<file path="src/rtl/decompressor_stream_sequencer_if.sv">
// Byte-stream input and item output handshakes of decompressor_stream_sequencer.
// slave = sequencer side, master = stream producer / decompressor side.
interface decompressor_stream_sequencer_if;
    logic [7:0]  in_byte;
    logic        in_valid;
    logic        in_last;
    logic        in_ready;
    logic [15:0] data_in;
    logic        control_word_in;
    logic        data_in_valid;
    logic        decompressor_busy;

    modport slave (
        input  in_byte, in_valid, in_last, decompressor_busy,
        output in_ready, data_in, control_word_in, data_in_valid
    );
    modport master (
        output in_byte, in_valid, in_last, decompressor_busy,
        input  in_ready, data_in, control_word_in, data_in_valid
    );
endinterface

</file>
<file path="src/rtl/decompressor_stream_sequencer.sv">
// LZRW1 group unpacker feeding decompressor_top one 16-bit item at a time.
// Optional macro STATS_EN adds saturating literal/copy counters.
module decompressor_stream_sequencer #(
    parameter int CNT_W = 16
) (
    input  logic clock,
    input  logic reset,
    input  logic abort,
    decompressor_stream_sequencer_if.slave s,
    output logic stream_done,
    output logic stream_error
`ifdef STATS_EN
    ,
    output logic [CNT_W-1:0] literal_count,
    output logic [CNT_W-1:0] copy_count
`endif
);

    typedef enum logic [2:0] {
        IDLE, CTRL, FETCH_HI, FETCH_LO, ISSUE, GAP, DONE, ERR
    } state_t;

    typedef struct packed {
        logic        cw;
        logic [15:0] data;
    } item_t;

    state_t     state_q, state_d;
    logic [7:0] ctrl_q, ctrl_d;
    logic [2:0] idx_q, idx_d;
    item_t      item_q, item_d;
    logic       last_q, last_d;
    logic       err_q, err_d;

    logic byte_xfer;
    logic accept;
    logic flag;

    assign s.in_ready        = (state_q == CTRL) || (state_q == FETCH_HI) || (state_q == FETCH_LO);
    assign s.data_in_valid   = (state_q == ISSUE);
    assign s.data_in         = item_q.data;
    assign s.control_word_in = item_q.cw;
    assign stream_done       = (state_q == DONE);
    assign stream_error      = err_q;

    assign byte_xfer = s.in_valid && s.in_ready;
    assign accept    = (state_q == ISSUE) && !s.decompressor_busy;
    // Flags are consumed MSB first: item k uses C[7-k].
    assign flag      = ctrl_q[3'd7 - idx_q];

    always_comb begin
        state_d = state_q;
        ctrl_d  = ctrl_q;
        idx_d   = idx_q;
        item_d  = item_q;
        last_d  = last_q;
        err_d   = err_q;
        if (abort) begin
            state_d = IDLE;
            ctrl_d  = 8'h00;
            idx_d   = 3'd0;
            item_d  = '0;
            last_d  = 1'b0;
            err_d   = 1'b0;
        end else begin
            case (state_q)
                IDLE: state_d = CTRL;
                CTRL: begin
                    if (byte_xfer) begin
                        ctrl_d  = s.in_byte;
                        idx_d   = 3'd0;
                        state_d = s.in_last ? DONE : FETCH_HI;
                    end
                end
                FETCH_HI: begin
                    if (byte_xfer) begin
                        if (!flag) begin
                            item_d  = '{cw: 1'b0, data: {8'h00, s.in_byte}};
                            last_d  = s.in_last;
                            state_d = ISSUE;
                        end else if (s.in_last) begin
                            // Stream ended between the two bytes of a copy.
                            err_d   = 1'b1;
                            state_d = ERR;
                        end else begin
                            item_d.data[15:8] = s.in_byte;
                            state_d = FETCH_LO;
                        end
                    end
                end
                FETCH_LO: begin
                    if (byte_xfer) begin
                        item_d.data[7:0] = s.in_byte;
                        item_d.cw        = 1'b1;
                        last_d           = s.in_last;
                        state_d          = ISSUE;
                    end
                end
                ISSUE: begin
                    if (accept) begin
                        if (last_q)             state_d = DONE;
                        else if (idx_q == 3'd7) state_d = CTRL;
                        else begin
                            idx_d   = idx_q + 3'd1;
                            state_d = GAP;
                        end
                    end
                end
                // One idle cycle lets the decompressor raise busy before the next item.
                GAP:  state_d = FETCH_HI;
                DONE: begin
                    last_d  = 1'b0;
                    state_d = IDLE;
                end
                ERR:  state_d = ERR;
                default: state_d = IDLE;
            endcase
        end
    end

    always_ff @(posedge clock or negedge reset) begin
        if (!reset) begin
            state_q <= IDLE;
            ctrl_q  <= 8'h00;
            idx_q   <= 3'd0;
            item_q  <= '0;
            last_q  <= 1'b0;
            err_q   <= 1'b0;
        end else begin
            state_q <= state_d;
            ctrl_q  <= ctrl_d;
            idx_q   <= idx_d;
            item_q  <= item_d;
            last_q  <= last_d;
            err_q   <= err_d;
        end
    end

`ifdef STATS_EN
    localparam logic [CNT_W-1:0] CNT_ONE = {{(CNT_W-1){1'b0}}, 1'b1};

    logic [CNT_W-1:0] lit_cnt_q, lit_cnt_d;
    logic [CNT_W-1:0] cp_cnt_q, cp_cnt_d;

    always_comb begin
        lit_cnt_d = lit_cnt_q;
        cp_cnt_d  = cp_cnt_q;
        if (abort) begin
            lit_cnt_d = '0;
            cp_cnt_d  = '0;
        end else if (accept) begin
            if (item_q.cw) begin
                if (!(&cp_cnt_q)) cp_cnt_d = cp_cnt_q + CNT_ONE;
            end else begin
                if (!(&lit_cnt_q)) lit_cnt_d = lit_cnt_q + CNT_ONE;
            end
        end
    end

    always_ff @(posedge clock or negedge reset) begin
        if (!reset) begin
            lit_cnt_q <= '0;
            cp_cnt_q  <= '0;
        end else begin
            lit_cnt_q <= lit_cnt_d;
            cp_cnt_q  <= cp_cnt_d;
        end
    end

    assign literal_count = lit_cnt_q;
    assign copy_count    = cp_cnt_q;
`endif

endmodule
</file>
<file path="src/flat_wrapper.sv">
// flat-port wrapper written by rule: the top's interface ports become plain ports
module decompressor_stream_sequencer_flat 
#(
    parameter int CNT_W = 16
)
  (clock, reset, abort, stream_done, stream_error, s_in_byte, s_in_valid, s_in_last, s_decompressor_busy, s_in_ready, s_data_in, s_control_word_in, s_data_in_valid);
  decompressor_stream_sequencer_if s_i ();
  input  logic clock;
  input  logic reset;
  input  logic abort;
  output logic stream_done;
  output logic stream_error;
  input wire logic [$bits(s_i.in_byte)-1:0] s_in_byte;
  input wire logic [$bits(s_i.in_valid)-1:0] s_in_valid;
  input wire logic [$bits(s_i.in_last)-1:0] s_in_last;
  input wire logic [$bits(s_i.decompressor_busy)-1:0] s_decompressor_busy;
  output wire logic [$bits(s_i.in_ready)-1:0] s_in_ready;
  output wire logic [$bits(s_i.data_in)-1:0] s_data_in;
  output wire logic [$bits(s_i.control_word_in)-1:0] s_control_word_in;
  output wire logic [$bits(s_i.data_in_valid)-1:0] s_data_in_valid;
  assign s_i.in_byte = s_in_byte;
  assign s_i.in_valid = s_in_valid;
  assign s_i.in_last = s_in_last;
  assign s_i.decompressor_busy = s_decompressor_busy;
  assign s_in_ready = s_i.in_ready;
  assign s_data_in = s_i.data_in;
  assign s_control_word_in = s_i.control_word_in;
  assign s_data_in_valid = s_i.data_in_valid;
  decompressor_stream_sequencer #(.CNT_W(CNT_W)) u_core (.clock(clock), .reset(reset), .abort(abort), .s(s_i), .stream_done(stream_done), .stream_error(stream_error));
endmodule
</file>
<file path="config.mk">
export PLATFORM = sky130hd
export DESIGN_NAME = decompressor_stream_sequencer_flat
export DESIGN_NICKNAME = d
export VERILOG_FILES = /design/src/rtl/decompressor_stream_sequencer_if.sv /design/src/rtl/decompressor_stream_sequencer.sv /design/src/flat_wrapper.sv
export SDC_FILE = /design/constraint.sdc
export NUM_CORES = 1
export LEC_CHECK = 0
export ABC_AREA = 1
export CAP_MARGIN = 30
export CORE_MARGIN = 5
export CORE_UTILIZATION = 29
export CTS_BUF_LIST = sky130_fd_sc_hd__clkbuf_4 sky130_fd_sc_hd__clkbuf_8 sky130_fd_sc_hd__clkbuf_16
export CTS_CLUSTER_DIAMETER = 60
export CTS_CLUSTER_SIZE = 14
export DETAILED_ROUTE_END_ITERATION = 6
export GPL_TIMING_DRIVEN = 0
export PLACE_DENSITY = 0.53
export SYNTH_ARGS = -nofsm -noshare
export SYNTH_HDL_FRONTEND = slang
export SYNTH_SLANG_ARGS = --single-unit
export TNS_END_PERCENT = 20
</file>
<file path="constraint.sdc">
create_clock -name clock -period 2.4 [get_ports clock]
set_input_delay 0.72 -clock clock [delete_from_list [all_inputs] [get_ports clock]]
set_output_delay 0.72 -clock clock [all_outputs]
set_load 0.01 [all_outputs]
</file>
==> key figures, run 1 <==
Power
  – Part of the power in registers: 41.2%
  – Switching fraction of total power: 36.4%
  – Sw Pwr: 0.602 mW
  – Maximum VDD drop: 263 uV
  – Combinational Power Share: 33.6%
  – Clock share of power: 25.2%
  – Cell Pwr Density: 710 nW/um^2
  – Pint: 1.05 mW
  – Leak: 1.23 nW

Synth
  – Synth Area in Compound Gates: 5.32%
  – Post-synthesis adder-cell area fraction: 1.40%
  – Synth warn: 0
  – Post-Synth XOR/XNOR Area: 0%
  – Mux share of post-synthesis cell area: 0%
  – Simple logic cell fraction of the synthesized area: 37.4%
  – Seq/Total Area, Yosys: 46.2%
  – Mapped Avg Cell Area: 7.39 um^2
  – Yosys cell types: 24
  – Post-Syn Instances: 242
  – Total of flip-flops plus latches after synthesis: 33
  – Syn nets: 258
  – Area of the mapped netlist: 1790 um^2
  – Largest family of logic cells by synthesized area: simple AND/OR/NAND/NOR gates

Floorplan
  – Num rows: 28
  – Core Footprint: 5960 um^2
  – Die ar.: 7840 um^2
  – Initial core utilization: 30.0%
  – Die H: 88.5 um
  – IO Pins: 35
  – Die span in x: 88.5 um

Clock tree
  – Clk slew on worst S/H paths: 0.07 ns
  – CTS Root Buffer Type: clkbuf_8
  – CTS HTree Levels: 2
  – Sink Count: 33
  – Longest Clk Path Bufs: 2
  – Clock latency at the later pin of the worst-skew pair: 0.29 ns
  – CTS tree: yes
  – Num CTS Buffers: 5

Critical path
  – Worst EP required: 1.68 ns
  – R2R setup slack: 0.84 ns
  – Crit path kind: reg2out
  – Worst R2R Start: u_core.state_q[0]$_DFFE_PN0P_
  – Worst r2r dst: u_core.s.data_in[3]$_DFFE_PN0P_
  – Worst Setup End Kind: output port
  – CP endpoint: s_in_ready
  – CP arrival: 1.61 ns
  – Critical path startpoint: u_core.state_q[0]$_DFFE_PN0P_
  – Worst-path fanout max: 6
  – Worst r2r path cells: 8
  – Startpoint Class: register

Final layout
  – Final instance area: 2330 um^2
  – Fin cells: 361
  – Most common cell after layout, fill and taps aside: nand2_1
  – Nets@finish: 301
  – Layout cell share with drive strength beyond 1: 11.5%
  – N_diodes: 0
  – Area growth from synthesis to layout: 30.5%
  – Fill cells: 635
  – Highest-count cells in the layout ignoring fill and taps: nand2_1, inv_1, clkdlybuf4s50_1

Routing
  – WL met3: 311 um
  – Routed len/inst: 12.7 um
  – DRC viols: 0
  – Via count: 1652
  – Drt pass-1 iters: 4
  – Routed WL: 4.57 mm
  – Vias/cell: 4.58
  – Final ANT Viol Nets: 0
  – Highest Signal Layer: met4
  – WL met1: 2.17 mm
  – 1st-iter DRT viols: 135
  – WL met2: 2.03 mm

STA
  – Final Hold Slack: 0.469 ns
  – Maximum clock frequency: 0.429 GHz
  – Final Cycle Share: 97.1%
  – Worst-margin pin slew: 0.761 ns
  – Min Clock Period, post-route: 2.33 ns
  – Max-slew violations: 0
  – Worst rel slew slack: 49.3%
  – Final number of hold-violating endpoints: 0
  – RSZ-0062 raised after global routing: no
  – Endpoints failing setup: 0
  – Clock Skews: 0.00821 ns

GRT
  – Initial antenna violation count: 0
  – Vias in the first global route: 1593
  – Pin count of the biggest net entering global routing: 34
  – Grt total ovfl: 0
  – All-layer global routing usage: 12.8%
  – First-pass GRT wire length: 7.63 mm

Place
  – Total placed instance area: 2220 um^2
  – Detailed Place HPWL: 3.42 mm
  – IO buf count: 34
  – GPL Wtd Cong: 0.842
  – Cells after DPL: 351

Run status
  – Outcome: complete, no violations

Min path
  – Class of the worst hold path: reg2reg

Flow run
  – Number of max-cap violations: 0
-- sequential cells by signal, indices dropped and copies added, names as in the netlist --
register                  cells
u_core.idx_q                  3
u_core.ctrl_q                 8
u_core.last_q                 1
u_core.s.control_word_in      1
u_core.s.data_in             16
u_core.stream_error           1
u_core.state_q                3
-- timing repair --
item,4_1_cts,5_1_grt
pin swaps,0,1
gates cloned,0,0
setup endpoints to repair,1,2
gates resized for setup,2,3
buffers inserted,0,2
hold buffers,0,0
-- routing by layer --
| layer | track usage [%] | vias up |
|---|---|---|
| met4 | 3.85 | 0 |
| met5 | 0 | - |
| met1 | 17.2 | 757 |
| li1 | - | 845 |
| met3 | 4.00 | 5 |
| met2 | 19.7 | 45 |
-- cell type report --
type	count	area (um^2)	area share [%]
plain buffers	4	26.3	1.13
clock buffers	6	76.3	3.27
clock inverters	2	10.0	0.429
inverters	39	148	6.33
multi-input cells	166	798	34.2
flip-flops and latches	33	828	35.5
well taps	75	93.8	4.02
repair buffers	36	353	15.1
-- metrics by stage --
step                      setup slack (ns)  power (mW)  TNS (ns)  utilization, %
after global routing               0.00208        1.78         0            39.2
final                               0.0696        1.66         0            39.2
after global placement              -0.167        1.21     -5.49            37.3
after detailed placement            0.0273        1.21         0            37.2
after CTS                          0.00636        1.65         0            38.8
after floorplan                      0.856        1.03         0               -
-- power by group through the flow --
| stage | clock network (mW) | registers [mW] | logic [mW] |
|---|---|---|---|
| 3_3_place_gp | 0 | 0.683 | 0.527 |
| 3_5_place_dp | 0 | 0.683 | 0.527 |
| 4_1_cts | 0.440 | 0.678 | 0.533 |
| 2_1_floorplan | 0 | 0.678 | 0.351 |
| 5_1_grt | 0.458 | 0.691 | 0.632 |
| 6_report | 0.418 | 0.682 | 0.556 |
-- Yosys cell counts --
| master | number | area share [%] |
|---|---|---|
| nand2_1 | 89 | 19 |
| inv_1 | 34 | 7.1 |
| dfrtp_1 | 33 | 46 |
| nor2_1 | 18 | 3.8 |
| nand3_1 | 14 | 3.9 |
| nand4_1 | 14 | 4.9 |
| o21ai_0 | 9 | 2.5 |
| inv_2 | 4 | 0.84 |
| nor2_2 | 4 | 1.4 |
| nand2_2 | 3 | 1.0 |
| nand3_2 | 3 | 1.7 |
| o21ai_1 | 3 | 0.84 |
| clkbuf_1 | 2 | 0.42 |
| ha_1 | 2 | 1.4 |
| a21oi_1 | 1 | 0.28 |
| and2_1 | 1 | 0.35 |
| buf_4 | 1 | 0.42 |
| buf_6 | 1 | 0.63 |
| clkinv_2 | 1 | 0.28 |
| nand3_4 | 1 | 0.98 |
| nor2_4 | 1 | 0.63 |
| o211ai_1 | 1 | 0.42 |
| o21ai_4 | 1 | 0.91 |
| o22ai_1 | 1 | 0.35 |
-- how the worst min path moves through the flow --
stage                               startpoint                         endpoint  slack [ns]  depth (start not counted)
2_1_floorplan                            reset     u_core.ctrl_q[0]$_DFFE_PN0P_        0.42                          0
3_3_place_gp   u_core.s.data_in[7]$_DFFE_PN0P_  u_core.s.data_in[7]$_DFFE_PN0P_        0.45                          2
3_5_place_dp   u_core.s.data_in[1]$_DFFE_PN0P_  u_core.s.data_in[1]$_DFFE_PN0P_        0.46                          2
4_1_cts        u_core.s.data_in[1]$_DFFE_PN0P_  u_core.s.data_in[1]$_DFFE_PN0P_        0.48                          2
5_1_grt        u_core.s.data_in[1]$_DFFE_PN0P_  u_core.s.data_in[1]$_DFFE_PN0P_        0.50                          2
6_report       u_core.s.data_in[1]$_DFFE_PN0P_  u_core.s.data_in[1]$_DFFE_PN0P_        0.47                          2
-- kinds of logic after synthesis --
| kind of cell | count (synthesis) |
|---|---|
| AO/OA/AOI/OAI | 16 |
| buffers and inverters | 43 |
| AND/OR/NAND/NOR | 148 |
| flip-flops | 33 |
| adder cells (fa/ha/maj) | 2 |
-- worst max-delay path, stage by stage, from the launching register on --
cell and delay, ns:
dfrtp_2 0.46, nor2_4 0.07, buf_4 0.14, nor2_4 0.10, clkdlybuf4s50_1 0.55
Note: power is estimated with default switching activity, not from simulation.
==> inputs of run 2 (changes only) <==
- MAX_ROUTING_LAYER: not set -> met4
==> run 2 against run 1 <==
Effect of this change:
- worst hold slack unchanged
- critical endpoint is now stream_done
- first-iteration DRC count down 5.2%
- sequential share of layout area up 0.076 points
- die area unchanged
- combinational power about the same
- highest routed layer unchanged
==> key figures, run 2 (same netlist as run 1, synthesis figures left out) <==
Floorplan
  – Die ar.: 7840 um^2 (unchanged)
  – Core Footprint: 5960 um^2 (unchanged)
  – Die span in x: 88.5 um (unchanged)
  – Initial core utilization: 30.0% (unchanged)
  – Num rows: 28 (unchanged)
  – IO Pins: 35 (unchanged)
  – Die H: 88.5 um (unchanged)

Min path
  – Hold path depth: 2 (unchanged)
  – Endpoint, Worst Hold: u_core.s.data_in[1]$_DFFE_PN0P_
  – Hold_sp: u_core.s.data_in[1]$_DFFE_PN0P_
  – Class of the worst hold path: reg2reg

Flow run
  – Number of max-cap violations: 0 (unchanged)

Clock tree
  – Num CTS Buffers: 5 (unchanged)
  – Hold buffers post-CTS: 0 (unchanged)
  – Clock latency at the later pin of the worst-skew pair: 0.29 ns (about the same)
  – Clk slew on worst S/H paths: 0.07 ns (about the same)
  – CTS tree: yes
  – CTS Root Buffer Type: clkbuf_8
  – Sink Count: 33 (unchanged)
  – CTS HTree Levels: 2 (unchanged)
  – Longest Clk Path Bufs: 2 (unchanged)

Routing
  – 1st-iter DRT viols: 128 (-5.2%)
  – Final ANT Viol Nets: 0 (unchanged)
  – Drt pass-1 iters: 4 (unchanged)
  – Routed len/inst: 12.6 um (-0.35%)
  – DRC viols: 0 (unchanged)
  – Via count: 1641 (-0.67%)
  – Routed WL: 4.55 mm (-0.35%)
  – Vias/cell: 4.55 (-0.67%)

Critical path
  – Crit path kind: reg2out
  – Worst Setup End Kind: output port
  – Worst r2r path cells: 8 (unchanged)
  – Worst EP required: 1.68 ns (about the same)
  – Startpoint Class: register
  – Worst r2r dst: u_core.s.data_in[3]$_DFFE_PN0P_
  – Worst-path fanout max: 6 (unchanged)
  – R2R setup slack: 0.85 ns (about the same)
  – Worst R2R Start: u_core.idx_q[0]$_DFFE_PN0P_
  – CP arrival: 1.61 ns (about the same)

Final layout
  – Most common cell after layout, fill and taps aside: nand2_1
  – Layout cell share with drive strength beyond 1: 11.5% (unchanged)
  – N_diodes: 0 (unchanged)
  – Nets@finish: 301 (unchanged)
  – Final core utilization: 39.1% (-0.084 points)
  – Fin cells: 361 (unchanged)
  – Highest-count cells in the layout ignoring fill and taps: nand2_1, inv_1, clkdlybuf4s50_1
  – Max reg flops: 16 (unchanged)
  – Final instance area: 2330 um^2 (-0.21%)
  – Area growth from synthesis to layout: 30.2%

GRT
  – GRT met1 Usage: 17.4% (+0.11 points)
  – All-layer global routing usage: 13.2% (+0.39 points)
  – Pin count of the biggest net entering global routing: 34 (unchanged)
  – Vias in the first global route: 1592 (-0.063%)
  – GR met2 Demand/Resource: 19.7% (unchanged)
  – Grt total ovfl: 0 (unchanged)
  – Gr busiest metal: met2
  – First-pass GRT wire length: 7.64 mm (about the same)
  – Met3 Resource Use GR: 3.82% (-0.19 points)
  – Initial antenna violation count: 0 (unchanged)

STA
  – Worst-margin pin slew: 0.767 ns (+0.00580 ns)
  – Max-slew violations: 0 (unchanged)
  – Min Clock Period, post-route: 2.33 ns (-0.00526 ns)
  – Maximum clock frequency: 0.430 GHz (+0.23%)
  – Post-route worst setup slack: 0.0748 ns (+0.00526 ns)
  – RSZ-0062 raised after global routing: yes
  – Final Cycle Share: 96.9% (-0.22 points)
  – Clock Skews: 0.00822 ns (+0.00000430 ns)
  – Final number of hold-violating endpoints: 0 (unchanged)
  – Endpoints failing setup: 0 (unchanged)
  – Worst rel slew slack: 48.9% (-0.39 points)

Power
  – Maximum VDD drop: 262 uV (-0.20%)
  – Leak: 1.23 nW (about the same)
  – Cell Pwr Density: 709 nW/um^2 (about the same)

Place
  – Total placed instance area: 2220 um^2 (unchanged)
  – DP Worst Slack: 0.0273 ns (unchanged)
  – Detailed Place HPWL: 3.42 mm (unchanged)
  – IO buf count: 34 (unchanged)
  – GPL Wtd Cong: 0.856 (+1.6%)
  – Cells after DPL: 351 (unchanged)

Run status
  – Outcome: complete, no violations
## run 2: worst max-delay path by stage
stage	from	to	slack, ns	depth (start not counted)
final	u_core.state_q[0]$_DFFE_PN0P_	stream_done	0.07	4
after global routing	u_core.state_q[0]$_DFFE_PN0P_	stream_done	-0.03	4
after CTS	u_core.state_q[0]$_DFFE_PN0P_	s_data_in_valid	0.006	4
after detailed placement	abort	u_core.s.data_in[10]$_DFFE_PN0P_	0.03	5
after global placement	reset	u_core.state_q[1]$_DFFE_PN0P_	-0.17	1
after floorplan	u_core.state_q[0]$_DFFE_PN0P_	s_data_in_valid	0.86	3
## run 2: power breakdown
| group | internal [mW] | switching [mW] | total [mW] |
|---|---|---|---|
| registers | 0.619 | 0.0606 | 0.679 |
| logic | 0.222 | 0.332 | 0.554 |
| clock network | 0.212 | 0.206 | 0.418 |
| total | 1.05 | 0.598 | 1.65 |
## run 2: cell type report
| type | count | area (um^2) |
|---|---|---|
| inverter | 39 | 148 |
| fill | 635 | 3630 |
| clock inverter | 2 | 10.0 |
| buffer | 4 | 26.3 |
| clock buffer | 6 | 76.3 |
| multi-input combinational | 166 | 793 |
| tap | 75 | 93.8 |
| timing repair buffer | 36 | 353 |
| sequential | 33 | 828 |
## run 2: worst max-delay path, cell delays in order, from the launching register on
cell	delay, ns
dfrtp_2	0.46
nor2_2	0.17
nand2_1	0.09
inv_1	0.07
clkdlybuf4s50_1	0.52
## run 2: per-stage QoR
| stage | TNS (ns) | hold slack (ns) | power (mW) |
|---|---|---|---|
| final | 0 | 0.469 | 1.65 |
| after global routing | -0.0307 | 0.496 | 1.78 |
| after CTS | 0 | 0.477 | 1.65 |
| after detailed placement | 0 | 0.459 | 1.21 |
| after global placement | -5.49 | 0.454 | 1.21 |
| after floorplan | 0 | 0.424 | 1.03 |
## run 2: repair_timing
item / CTS / global route
setup buffers: 0 / 2
pin swaps: 0 / 1
endpoints found under the setup margin: 1 / 2
gates resized for setup: 2 / 2
## run 2: routing by layer
| layer | wire (um) | up-vias | part of all wire [%] |
|---|---|---|---|
| met5 | 0 | - | 0 |
| met4 | 54 | 0 | 1.2 |
| li1 | - | 845 | - |
| met1 | 2190 | 750 | 48 |
| met3 | 288 | 5 | 6.3 |
| met2 | 2020 | 41 | 44 |
==> inputs of run 3 (changes only) <==
- ABC_CLOCK_PERIOD_IN_PS: not set -> 2400
- PLACE_DENSITY: 0.53 -> 0.6
==> run 3 against run 2 <==
Effect of this change:
- critical path depth unchanged
- sequential share of layout area decreased by 0.23 points
- routed wire length decreased by 2.1%
- die area unchanged
- register-to-register slack improved by 0.02 ns
- global-route usage increased by 0.11 points
- power increased by 5.9%
- largest cell class unchanged
==> key figures, run 3 (same netlist as run 1, synthesis figures left out) <==
Final layout
  – Nets@finish: 299 (-0.66%)
  – Highest-count cells in the layout ignoring fill and taps: nand2_1, inv_1, clkdlybuf4s50_1
  – Multi-input logic area: 798 um^2 (+0.63%)
  – Most common cell after layout, fill and taps aside: nand2_1
  – Area growth from synthesis to layout: 31.1%
  – Max reg flops: 16 (unchanged)
  – Storage cell area: 828 um^2 (unchanged)
  – N_diodes: 0 (unchanged)
  – Fill cells: 625 (-1.6%)
  – Layout cell share with drive strength beyond 1: 10.9% (-0.62 points)

Power
  – Total power: 1.75 mW (+5.9%)
  – Leak: 1.22 nW (-1.3%)
  – Maximum VDD drop: 270 uV (+3.1%)
  – Cell Pwr Density: 746 nW/um^2 (+5.2%)

STA
  – Final Cycle Share: 96.0% (-0.93 points)
  – Final TNS setup: 0 ns (unchanged)
  – Endpoints failing setup: 0 (unchanged)
  – Maximum clock frequency: 0.434 GHz (+0.96%)
  – Min Clock Period, post-route: 2.30 ns (-0.0222 ns)
  – Worst-margin pin slew: 0.742 ns (-0.0250 ns)
  – RSZ-0062 raised after global routing: no
  – Worst rel slew slack: 50.5% (+1.7 points)
  – Max-slew violations: 0 (unchanged)
  – Post-route worst setup slack: 0.0971 ns (+0.0222 ns)
  – Clock Skews: 0.00473 ns (-0.00349 ns)
  – Final number of hold-violating endpoints: 0 (unchanged)
  – Final Hold Slack: 0.470 ns (+0.000982 ns)

Floorplan
  – Die H: 88.5 um (unchanged)
  – Initial core utilization: 30.0% (unchanged)
  – Core Footprint: 5960 um^2 (unchanged)
  – IO Pins: 35 (unchanged)
  – Num rows: 28 (unchanged)
  – Die span in x: 88.5 um (unchanged)
  – Die ar.: 7840 um^2 (unchanged)

Run status
  – Outcome: complete, no violations

Place
  – Detailed Place HPWL: 3.32 mm (-3.0%)
  – DP Worst Slack: 0.0801 ns (+0.0528 ns)
  – IO buf count: 34 (unchanged)
  – GPL Wtd Cong: 0.877 (+2.5%)

Clock tree
  – CTS Root Buffer Type: clkbuf_8
  – Setup Fix Bufs, Post-CTS: 0 (unchanged)
  – CTS resizes: 3 (+1)
  – Num CTS Buffers: 5 (unchanged)
  – Clk slew on worst S/H paths: 0.07 ns (about the same)
  – CTS HTree Levels: 2 (unchanged)
  – Hold buffers post-CTS: 0 (unchanged)
  – Sink Count: 33 (unchanged)
  – Longest Clk Path Bufs: 2 (unchanged)
  – Clock latency at the later pin of the worst-skew pair: 0.29 ns (about the same)
  – CTS tree: yes

Critical path
  – Crit-path slowest cell: clkdlybuf4s50_1
  – Worst EP required: 1.68 ns (about the same)
  – CP arrival: 1.58 ns (-0.03 ns)
  – Critical Path Max Stage Delay: 0.53 ns (about the same)
  – Largest delay share family, worst path: buffers and inverters
  – Crit path kind: reg2out
  – Worst Setup End Kind: output port
  – WP buf/inv: 2 (unchanged)
  – Worst-path fanout max: 6 (unchanged)
  – Worst-path cell chain: nor2_4, nand2_1, inv_1, clkdlybuf4s50_1
  – Startpoint Class: register

GRT
  – Vias in the first global route: 1605 (+0.82%)
  – Initial antenna violation count: 0 (unchanged)
  – Grt total ovfl: 0 (unchanged)
  – All-layer global routing usage: 13.3% (+0.11 points)
  – Pin count of the biggest net entering global routing: 34 (unchanged)
  – First-pass GRT wire length: 7.68 mm (+0.54%)

Routing
  – 1st-iter DRT viols: 101 (-21%)
  – Final ANT Viol Nets: 0 (unchanged)
  – Vias/cell: 4.59 (+1.0%)
  – DRC viols: 0 (unchanged)
  – Routed WL: 4.46 mm (-2.1%)
  – Drt pass-1 iters: 4 (unchanged)
  – Routed len/inst: 12.4 um (-1.5%)
  – Via count: 1649 (+0.49%)

Flow run
  – Number of max-cap violations: 0 (unchanged)

Min path
  – Class of the worst hold path: reg2reg
==> run 3: changes by cell type in the layout (fill, tap and decap cells not counted), sizes merged <==
cell          change
buf               -2
clkbuf            -1
clkinv            -1
dlymetal6s2s      -1
clkinvlp          +1
dlygate4sd2       +1
bufinv            +1
==> run 3: where the power goes <==
part	switching, mW	leakage [nW]	internal, mW
Clock	0.229	0.0543	0.311
Sequential	0.0630	0.447	0.618
Combinational	0.329	0.715	0.199
Total	0.621	1.22	1.13
==> run 3: per-layer routing <==
layer,vias up,GRT usage [%],wire length [um]
li1,837,-,-
met1,759,16.7,2040
met2,44,20.6,2080
met3,9,3.72,260
met4,0,4.53,76
met5,-,-,0
==> run 3: worst min-delay path: cells and delay by family (launching register included) <==
| kind | cells | cell delay [ns] |
|---|---|---|
| flip-flops | 1 | 0.35 |
| AND/OR/NAND/NOR | 2 | 0.09 |
==> run 3: per-stage QoR <==
stage               cell area, um^2  util [%]  cells
floorplan                      1790         -    242
global placement               2220      37.3    351
detailed placement             2220      37.2    351
CTS                            2340      39.2    359
global route                   2340      39.3    359
finish                         2340      39.3    359
==> run 3: layout make-up <==
type,count,area share (%)
clock inverters,3,1.98
well taps,75,4.00
plain buffers,4,1.12
repair buffers,34,14.3
inverters,39,6.30
clock buffers,5,2.94
flip-flops and latches,33,35.3
multi-input cells,166,34.1
==> run 3: path summary, 6_finish.rpt <==
check                                                      from  cells after the start  slack (ns)                                   end
setup / recovery                  u_core.state_q[0]$_DFFE_PN0P_                      4         0.1                           stream_done
hold / removal             u_core.s.control_word_in$_DFFE_PN0P_                      2        0.47  u_core.s.control_word_in$_DFFE_PN0P_
setup reg to reg                    u_core.idx_q[0]$_DFFE_PN0P_                      8        0.87      u_core.s.data_in[12]$_DFFE_PN0P_
hold reg to reg            u_core.s.control_word_in$_DFFE_PN0P_                      2        0.47  u_core.s.control_word_in$_DFFE_PN0P_
max in group asynchronous                                 reset                      1        1.40         u_core.state_q[1]$_DFFE_PN0P_
min in group asynchronous                                 reset                      1        0.49           u_core.idx_q[1]$_DFFE_PN0P_
